<file path="src/rtl/fp_addsub.sv">
// Multi-cycle sign/exponent/fraction floating-point adder/subtractor.
// One operation in flight; result and flags hold until the next completion.
module fp_addsub #(
    parameter int EXP_W  = 3,
    parameter int FRAC_W = 4
) (
    input  logic                  clk,
    input  logic                  rst_n,
    input  logic                  start,
    input  logic                  sub,
    input  logic [EXP_W+FRAC_W:0] op1,
    input  logic [EXP_W+FRAC_W:0] op2,
    output logic [EXP_W+FRAC_W:0] res,
    output logic                  done,
    output logic                  busy,
    output logic                  ovf,
    output logic                  unf,
    output logic                  zero
);

    localparam int W    = 1 + EXP_W + FRAC_W;
    localparam int EMAX = 2**EXP_W - 1;
    localparam int MW   = FRAC_W + 4;
    localparam int EW   = EXP_W + $clog2(FRAC_W + 3) + 2;

    typedef enum logic [2:0] {IDLE, ALIGN, ADD, NORM, OUT} state_t;

    state_t               state_q, state_d;
    logic                 sa_q, sa_d, sb_q, sb_d;
    logic [EXP_W-1:0]     ea_q, ea_d, eb_q, eb_d;
    logic [FRAC_W-1:0]    fa_q, fa_d, fb_q, fb_d;
    logic [MW-1:0]        ma_q, ma_d, mb_q, mb_d, mant_q, mant_d;
    logic                 sign_q, sign_d;
    logic signed [EW-1:0] ebuf_q, ebuf_d;
    logic [W-1:0]         res_q, res_d;
    logic                 done_q, done_d, busy_q, busy_d;
    logic                 ovf_q, ovf_d, unf_q, unf_d, zero_q, zero_d;

    logic                 accept, carry, hidden, mantNz;
    logic [MW-1:0]        alA, alB;
    logic [EXP_W-1:0]     exA, exB, diff;

    // A start coinciding with the done pulse is left for the following idle cycle.
    assign accept = (state_q == IDLE) && start && !done_q;
    assign carry  = mant_q[MW-1];
    assign hidden = mant_q[MW-2];
    assign mantNz = |mant_q;

    // A zero operand contributes no mantissa and borrows the other exponent.
    always_comb begin
        alA  = (ea_q == '0) ? '0 : {2'b01, fa_q, 2'b00};
        alB  = (eb_q == '0) ? '0 : {2'b01, fb_q, 2'b00};
        exA  = (ea_q == '0) ? eb_q : ea_q;
        exB  = (eb_q == '0) ? ea_q : eb_q;
        diff = (exA >= exB) ? (exA - exB) : (exB - exA);
    end

    always_ff @(posedge clk or negedge rst_n) begin
        if (!rst_n) state_q <= IDLE;
        else        state_q <= state_d;
    end

    always_comb begin
        state_d = state_q;
        case (state_q)
            IDLE:    if (accept) state_d = ALIGN;
            ALIGN:   state_d = ADD;
            ADD:     state_d = NORM;
            NORM:    if (carry || hidden || !mantNz) state_d = OUT;
            OUT:     state_d = IDLE;
            default: state_d = IDLE;
        endcase
    end

    always_comb begin
        sa_d = sa_q;   sb_d = sb_q;   ea_d = ea_q;     eb_d = eb_q;
        fa_d = fa_q;   fb_d = fb_q;   ma_d = ma_q;     mb_d = mb_q;
        mant_d = mant_q; sign_d = sign_q; ebuf_d = ebuf_q; res_d = res_q;
        done_d = 1'b0; busy_d = busy_q;
        ovf_d = ovf_q; unf_d = unf_q; zero_d = zero_q;
        case (state_q)
            IDLE: if (accept) begin
                sa_d   = op1[W-1];
                ea_d   = op1[W-2:FRAC_W];
                fa_d   = op1[FRAC_W-1:0];
                sb_d   = op2[W-1] ^ sub;
                eb_d   = op2[W-2:FRAC_W];
                fb_d   = op2[FRAC_W-1:0];
                busy_d = 1'b1;
                ovf_d  = 1'b0;
                unf_d  = 1'b0;
                zero_d = 1'b0;
            end
            ALIGN: begin
                if (exA >= exB) begin
                    ma_d   = alA;
                    mb_d   = (32'(diff) >= FRAC_W + 3) ? '0 : (alB >> diff);
                    ebuf_d = EW'(exA);
                end else begin
                    ma_d   = (32'(diff) >= FRAC_W + 3) ? '0 : (alA >> diff);
                    mb_d   = alB;
                    ebuf_d = EW'(exB);
                end
            end
            ADD: begin
                if (sa_q == sb_q) begin
                    mant_d = ma_q + mb_q;
                    sign_d = sa_q;
                end else if (ma_q > mb_q) begin
                    mant_d = ma_q - mb_q;
                    sign_d = sa_q;
                end else if (mb_q > ma_q) begin
                    mant_d = mb_q - ma_q;
                    sign_d = sb_q;
                end else begin
                    mant_d = '0;
                    sign_d = 1'b0;
                end
            end
            NORM: begin
                if (carry) begin
                    mant_d = mant_q >> 1;
                    ebuf_d = ebuf_q + EW'(1);
                end else if (!hidden && mantNz) begin
                    mant_d = mant_q << 1;
                    ebuf_d = ebuf_q - EW'(1);
                end
            end
            OUT: begin
                done_d = 1'b1;
                busy_d = 1'b0;
                if (!mantNz) begin
                    res_d  = '0;
                    zero_d = 1'b1;
                end else if (ebuf_q > EW'(EMAX)) begin
                    res_d = {sign_q, {(W-1){1'b1}}};
                    ovf_d = 1'b1;
                end else if (ebuf_q < EW'(1)) begin
                    res_d  = '0;
                    unf_d  = 1'b1;
                    zero_d = 1'b1;
                end else begin
                    res_d = {sign_q, ebuf_q[EXP_W-1:0], mant_q[FRAC_W+1:2]};
                end
            end
            default: ;
        endcase
    end

    always_ff @(posedge clk or negedge rst_n) begin
        if (!rst_n) begin
            sa_q <= 1'b0;  sb_q <= 1'b0;  ea_q <= '0;  eb_q <= '0;
            fa_q <= '0;    fb_q <= '0;    ma_q <= '0;  mb_q <= '0;
            mant_q <= '0;  sign_q <= 1'b0; ebuf_q <= '0; res_q <= '0;
            done_q <= 1'b0; busy_q <= 1'b0;
            ovf_q <= 1'b0; unf_q <= 1'b0; zero_q <= 1'b0;
        end else begin
            sa_q <= sa_d;  sb_q <= sb_d;  ea_q <= ea_d;  eb_q <= eb_d;
            fa_q <= fa_d;  fb_q <= fb_d;  ma_q <= ma_d;  mb_q <= mb_d;
            mant_q <= mant_d; sign_q <= sign_d; ebuf_q <= ebuf_d; res_q <= res_d;
            done_q <= done_d; busy_q <= busy_d;
            ovf_q <= ovf_d; unf_q <= unf_d; zero_q <= zero_d;
        end
    end

    assign res  = res_q;
    assign done = done_q;
    assign busy = busy_q;
    assign ovf  = ovf_q;
    assign unf  = unf_q;
    assign zero = zero_q;

endmodule

</file>
<file path="config.mk">
export PLATFORM = sky130hd
export DESIGN_NAME = fp_addsub
export DESIGN_NICKNAME = d
export VERILOG_FILES = /design/src/rtl/fp_addsub.sv
export SDC_FILE = /design/constraint.sdc
export NUM_CORES = 1
export LEC_CHECK = 0
export CAP_MARGIN = 10
export CORE_ASPECT_RATIO = 0.8
export CORE_UTILIZATION = 30
export DETAILED_ROUTE_END_ITERATION = 7
export GPL_TIMING_DRIVEN = 0
export PLACE_DENSITY = 0.59
export SYNTH_ARGS = -nofsm -noshare
export SYNTH_HDL_FRONTEND = slang
export SYNTH_SLANG_ARGS = --single-unit
</file>
<file path="constraint.sdc">
create_clock -name clk -period 2.9 [get_ports clk]
set_input_delay 0.435 -clock clk [delete_from_list [all_inputs] [get_ports clk]]
set_output_delay 0.435 -clock clk [all_outputs]
set_load 0.05 [all_outputs]
</file>
==> summary.txt <==
CTS
------------------------------------------------------------------------------------
Number of clock sinks                                                             63
Clock Tree Buf Depth                                                               2
Clock tree from TritonCTS                                                       done
CTS hold repair buffers                                                            0
Clock-pin slew on the worst setup and hold paths                               60 ps
Number of H-tree levels                                                            3
Total clock buffers created by CTS                                                 9
Clock latency at the later pin of the worst-skew pair                         330 ps
Clock root buffer                                                          clkbuf_16

SYNTH
------------------------------------------------------------------------------------
Cells after synthesis                                                            554
Share of flip-flops with an asynchronous set or reset after synthesis         100.0%
#FFs+latches synth                                                                63
Post-synth design cell area                                                 4651 um2
Part of the Yosys area used for sequential elements                           33.90%
Count of cell types in the netlist                                                67
Net count of the mapped netlist                                                  605
Post-synthesis area per instance                                           8.395 um2
Number of warning messages in the yosys log                                        0
EDFF count, synth                                                                  0
Predominant post-synthesis flop cell                                         dfrtp_1

STA
------------------------------------------------------------------------------------
Total count of max-transition violations in the final report                       0
Count of final setup violators                                                     1
WHS                                                                         194.3 ps
Worst slew margin relative to its limit                                       45.06%
Tcrit/Tclk final                                                              100.3%
Setup repair after global routing missed its margin                             true
Worst Slack Setup Final                                                    -9.192 ps
Final Hold Vio Count                                                               0
Highest attainable clock frequency                                         343.7 MHz
Total negative setup slack                                                 -9.192 ps
Slew at the pin with the worst max-slew slack                               818.3 ps
Minimum clock period                                                         2909 ps
Worst-case clock skew                                                       4.308 ps

GRT
------------------------------------------------------------------------------------
First-pass GRT wire length                                                  21800 um
Number of global-route vias before repair                                       4170
Antenna violations before repair                                                   0
Overflow after GRT                                                                 0
Maximum number of pins on one net before global-route repair                      64
GRT Total Usage                                                               17.24%

DIE
------------------------------------------------------------------------------------
Initial standard-cell utilization of the core                                 30.87%
Full die area                                                              16010 um2
Std cell rows                                                                     40
Core area                                                                  15060 um2
Die Wd                                                                      141.2 um
Number of primary I/O pins                                                        33
Die height                                                                  113.4 um

LAYOUT
------------------------------------------------------------------------------------
Fillers                                                                         1479
Most common cell after layout, fill and taps aside                            nor2_1
Relative area change from synthesis to final layout                           27.63%
Fraction of final layout cells with drive strength greater than 1             17.34%
Most used cells in the layout excluding fill and tap cells              nor2_1 (62), dfrtp_1 (59), a21oi_1 (45), nand2_1 (40), o21ai_0 (38)
Diodes inserted                                                                    0
Number of nets at the end of the flow                                            664

PLACED DESIGN
------------------------------------------------------------------------------------
Worst setup timing slack at the placement stage                            -576.6 ps
Post-detail-place hpwl                                                       9901 um
Routability Congestion                                                        0.8987
Port Buf Inserts                                                                  32

DETAILED ROUTING
------------------------------------------------------------------------------------
Vias                                                                            4464
Iter 0 DRT Violations                                                            364
Post-DR wirelength/cell                                                     16.27 um
Number of iterations in the first detailed-routing pass                            5
Number of vias per cell                                                        5.398
Post-route DRC                                                                     0
Detail Route Antenna Nets                                                          0
Detailed Route WL                                                           13460 um

SETUP PATH
------------------------------------------------------------------------------------
Crit path capture type                                                          flop
Worst path arrival time                                                      3160 ps
Max FO, Critical Path                                                              5
Worst endpoint required time                                                 3150 ps
Startpoint Class                                                                flop
Worst Setup Path Type                                                        reg2reg

RUN
------------------------------------------------------------------------------------
Max-cap violations                                                                 0

HOLD PATH
------------------------------------------------------------------------------------
Worst hold path class                                                       in2async

OUTCOME
------------------------------------------------------------------------------------
Result of the run                                                       finished with violations
Failing checks                                                          setup timing

-- cell families after synthesis --
logic type | count (synthesis) | synth area share (%)
DFF | 63 | 33.90
and+or+nand+nor | 175 | 17.76
AOI/OAI and AO/OA | 181 | 25.91
xor gates and xnor gates | 10 | 1.883
adders and majority gates | 31 | 8.986
buffers and inverters | 70 | 5.946
muxes | 24 | 5.623
-- critical path, cell delays in order (launching register included) --
cell and delay (ps):
dfrtp_2 470, buf_6 150, a21oi_4 160, inv_2 60
fa_2 600, inv_2 50, or4b_4 490, o211ai_4 140
mux2_4 330, o221a_4 280, o22ai_4 100
-- what timing repair did --
item,4_1_cts,5_1_grt
setup endpoints to repair,18,20
setup buffers,9,9
gates cloned,1,0
resized for setup,29,44
pin swaps,4,17
-- path summary, 6_finish.rpt --
| check | from | endpoint | slack [ps] | cells past startpoint |
|---|---|---|---|---|
| max in group asynchronous | rst_n | eb_q[0]$_DFFE_PN0P_ | 2150 | 1 |
| max reg2reg | eb_q[1]$_DFFE_PN0P_ | ma_q[2]$_DFFE_PN0P_ | -9 | 10 |
| max | eb_q[1]$_DFFE_PN0P_ | ma_q[2]$_DFFE_PN0P_ | -9 | 10 |
| min reg2reg | res[0]$_DFFE_PN0P_ | res[0]$_DFFE_PN0P_ | 480 | 2 |
| min | rst_n | eb_q[2]$_DFFE_PN0P_ | 190 | 1 |
| min in group clk | res[0]$_DFFE_PN0P_ | res[0]$_DFFE_PN0P_ | 480 | 2 |
-- registers in the layout (all words and copies together) (netlist names), 3 cells and up --
name,flops
mb_q,7
fa_q,4
fb_q,4
ma_q,7
ea_q,3
res,8
mant_q,8
eb_q,3
state_q,3
ebuf_q,8
-- per-stage QoR --
stage	std cells	cell area [um2]	utilization, %
finish	827	5936	39.40
global route	827	5936	39.40
CTS	820	5703	37.86
detailed placement	796	5241	34.79
global placement	796	5244	34.81
floorplan	554	4661	-
-- Yosys cell counts, types with 4 or more instances --
cell type | count | area share (%)
o31ai_1 | 4 | 0.65
fa_1 | 4 | 1.7
mux2_2 | 17 | 4.1
o22ai_1 | 4 | 0.54
a21o_1 | 9 | 1.5
nand3_1 | 8 | 0.86
nand4_1 | 5 | 0.67
xnor2_1 | 7 | 1.3
inv_1 | 39 | 3.1
a31oi_1 | 9 | 1.2
nand2_1 | 40 | 3.2
o211ai_1 | 5 | 0.81
a21oi_1 | 50 | 5.4
buf_2 | 5 | 0.54
nor4_1 | 6 | 0.81
clkbuf_1 | 21 | 1.7
mux2i_1 | 7 | 1.5
o21ai_0 | 43 | 4.6
ha_1 | 27 | 7.3
nand2b_1 | 6 | 0.81
a211oi_1 | 6 | 0.97
a22o_1 | 4 | 0.75
a221oi_1 | 4 | 0.75
and2_1 | 5 | 0.67
and3_1 | 8 | 1.1
nor3_1 | 12 | 1.3
or3_1 | 6 | 0.81
dfrtp_1 | 63 | 34
nor2_1 | 64 | 5.2
a32oi_1 | 5 | 0.94
-- cell type report --
| cell class | count | area, um2 | area share [%] |
|---|---|---|---|
| buffer | 27 | 146.4 | 2.466 |
| tap | 210 | 262.8 | 4.427 |
| timing repair buffer | 51 | 464.2 | 7.820 |
| clock inverter | 4 | 45.04 | 0.7589 |
| clock buffer | 11 | 252.7 | 4.258 |
| sequential | 63 | 1582 | 26.64 |
| multi-input combinational | 421 | 3033 | 51.10 |
| inverter | 40 | 150.1 | 2.530 |
-- layer usage --
| layer | global-route usage (%) | wire length (um) |
|---|---|---|
| met5 | 0 | 0 |
| met2 | 24.95 | 5654 |
| met4 | 5.072 | 227 |
| met3 | 3.005 | 685 |
| met1 | 25.86 | 6887 |
Power is left out: the tool's default activity adds up to more than one toggle a clock period on the data nets, which glitch-free logic cannot reach.
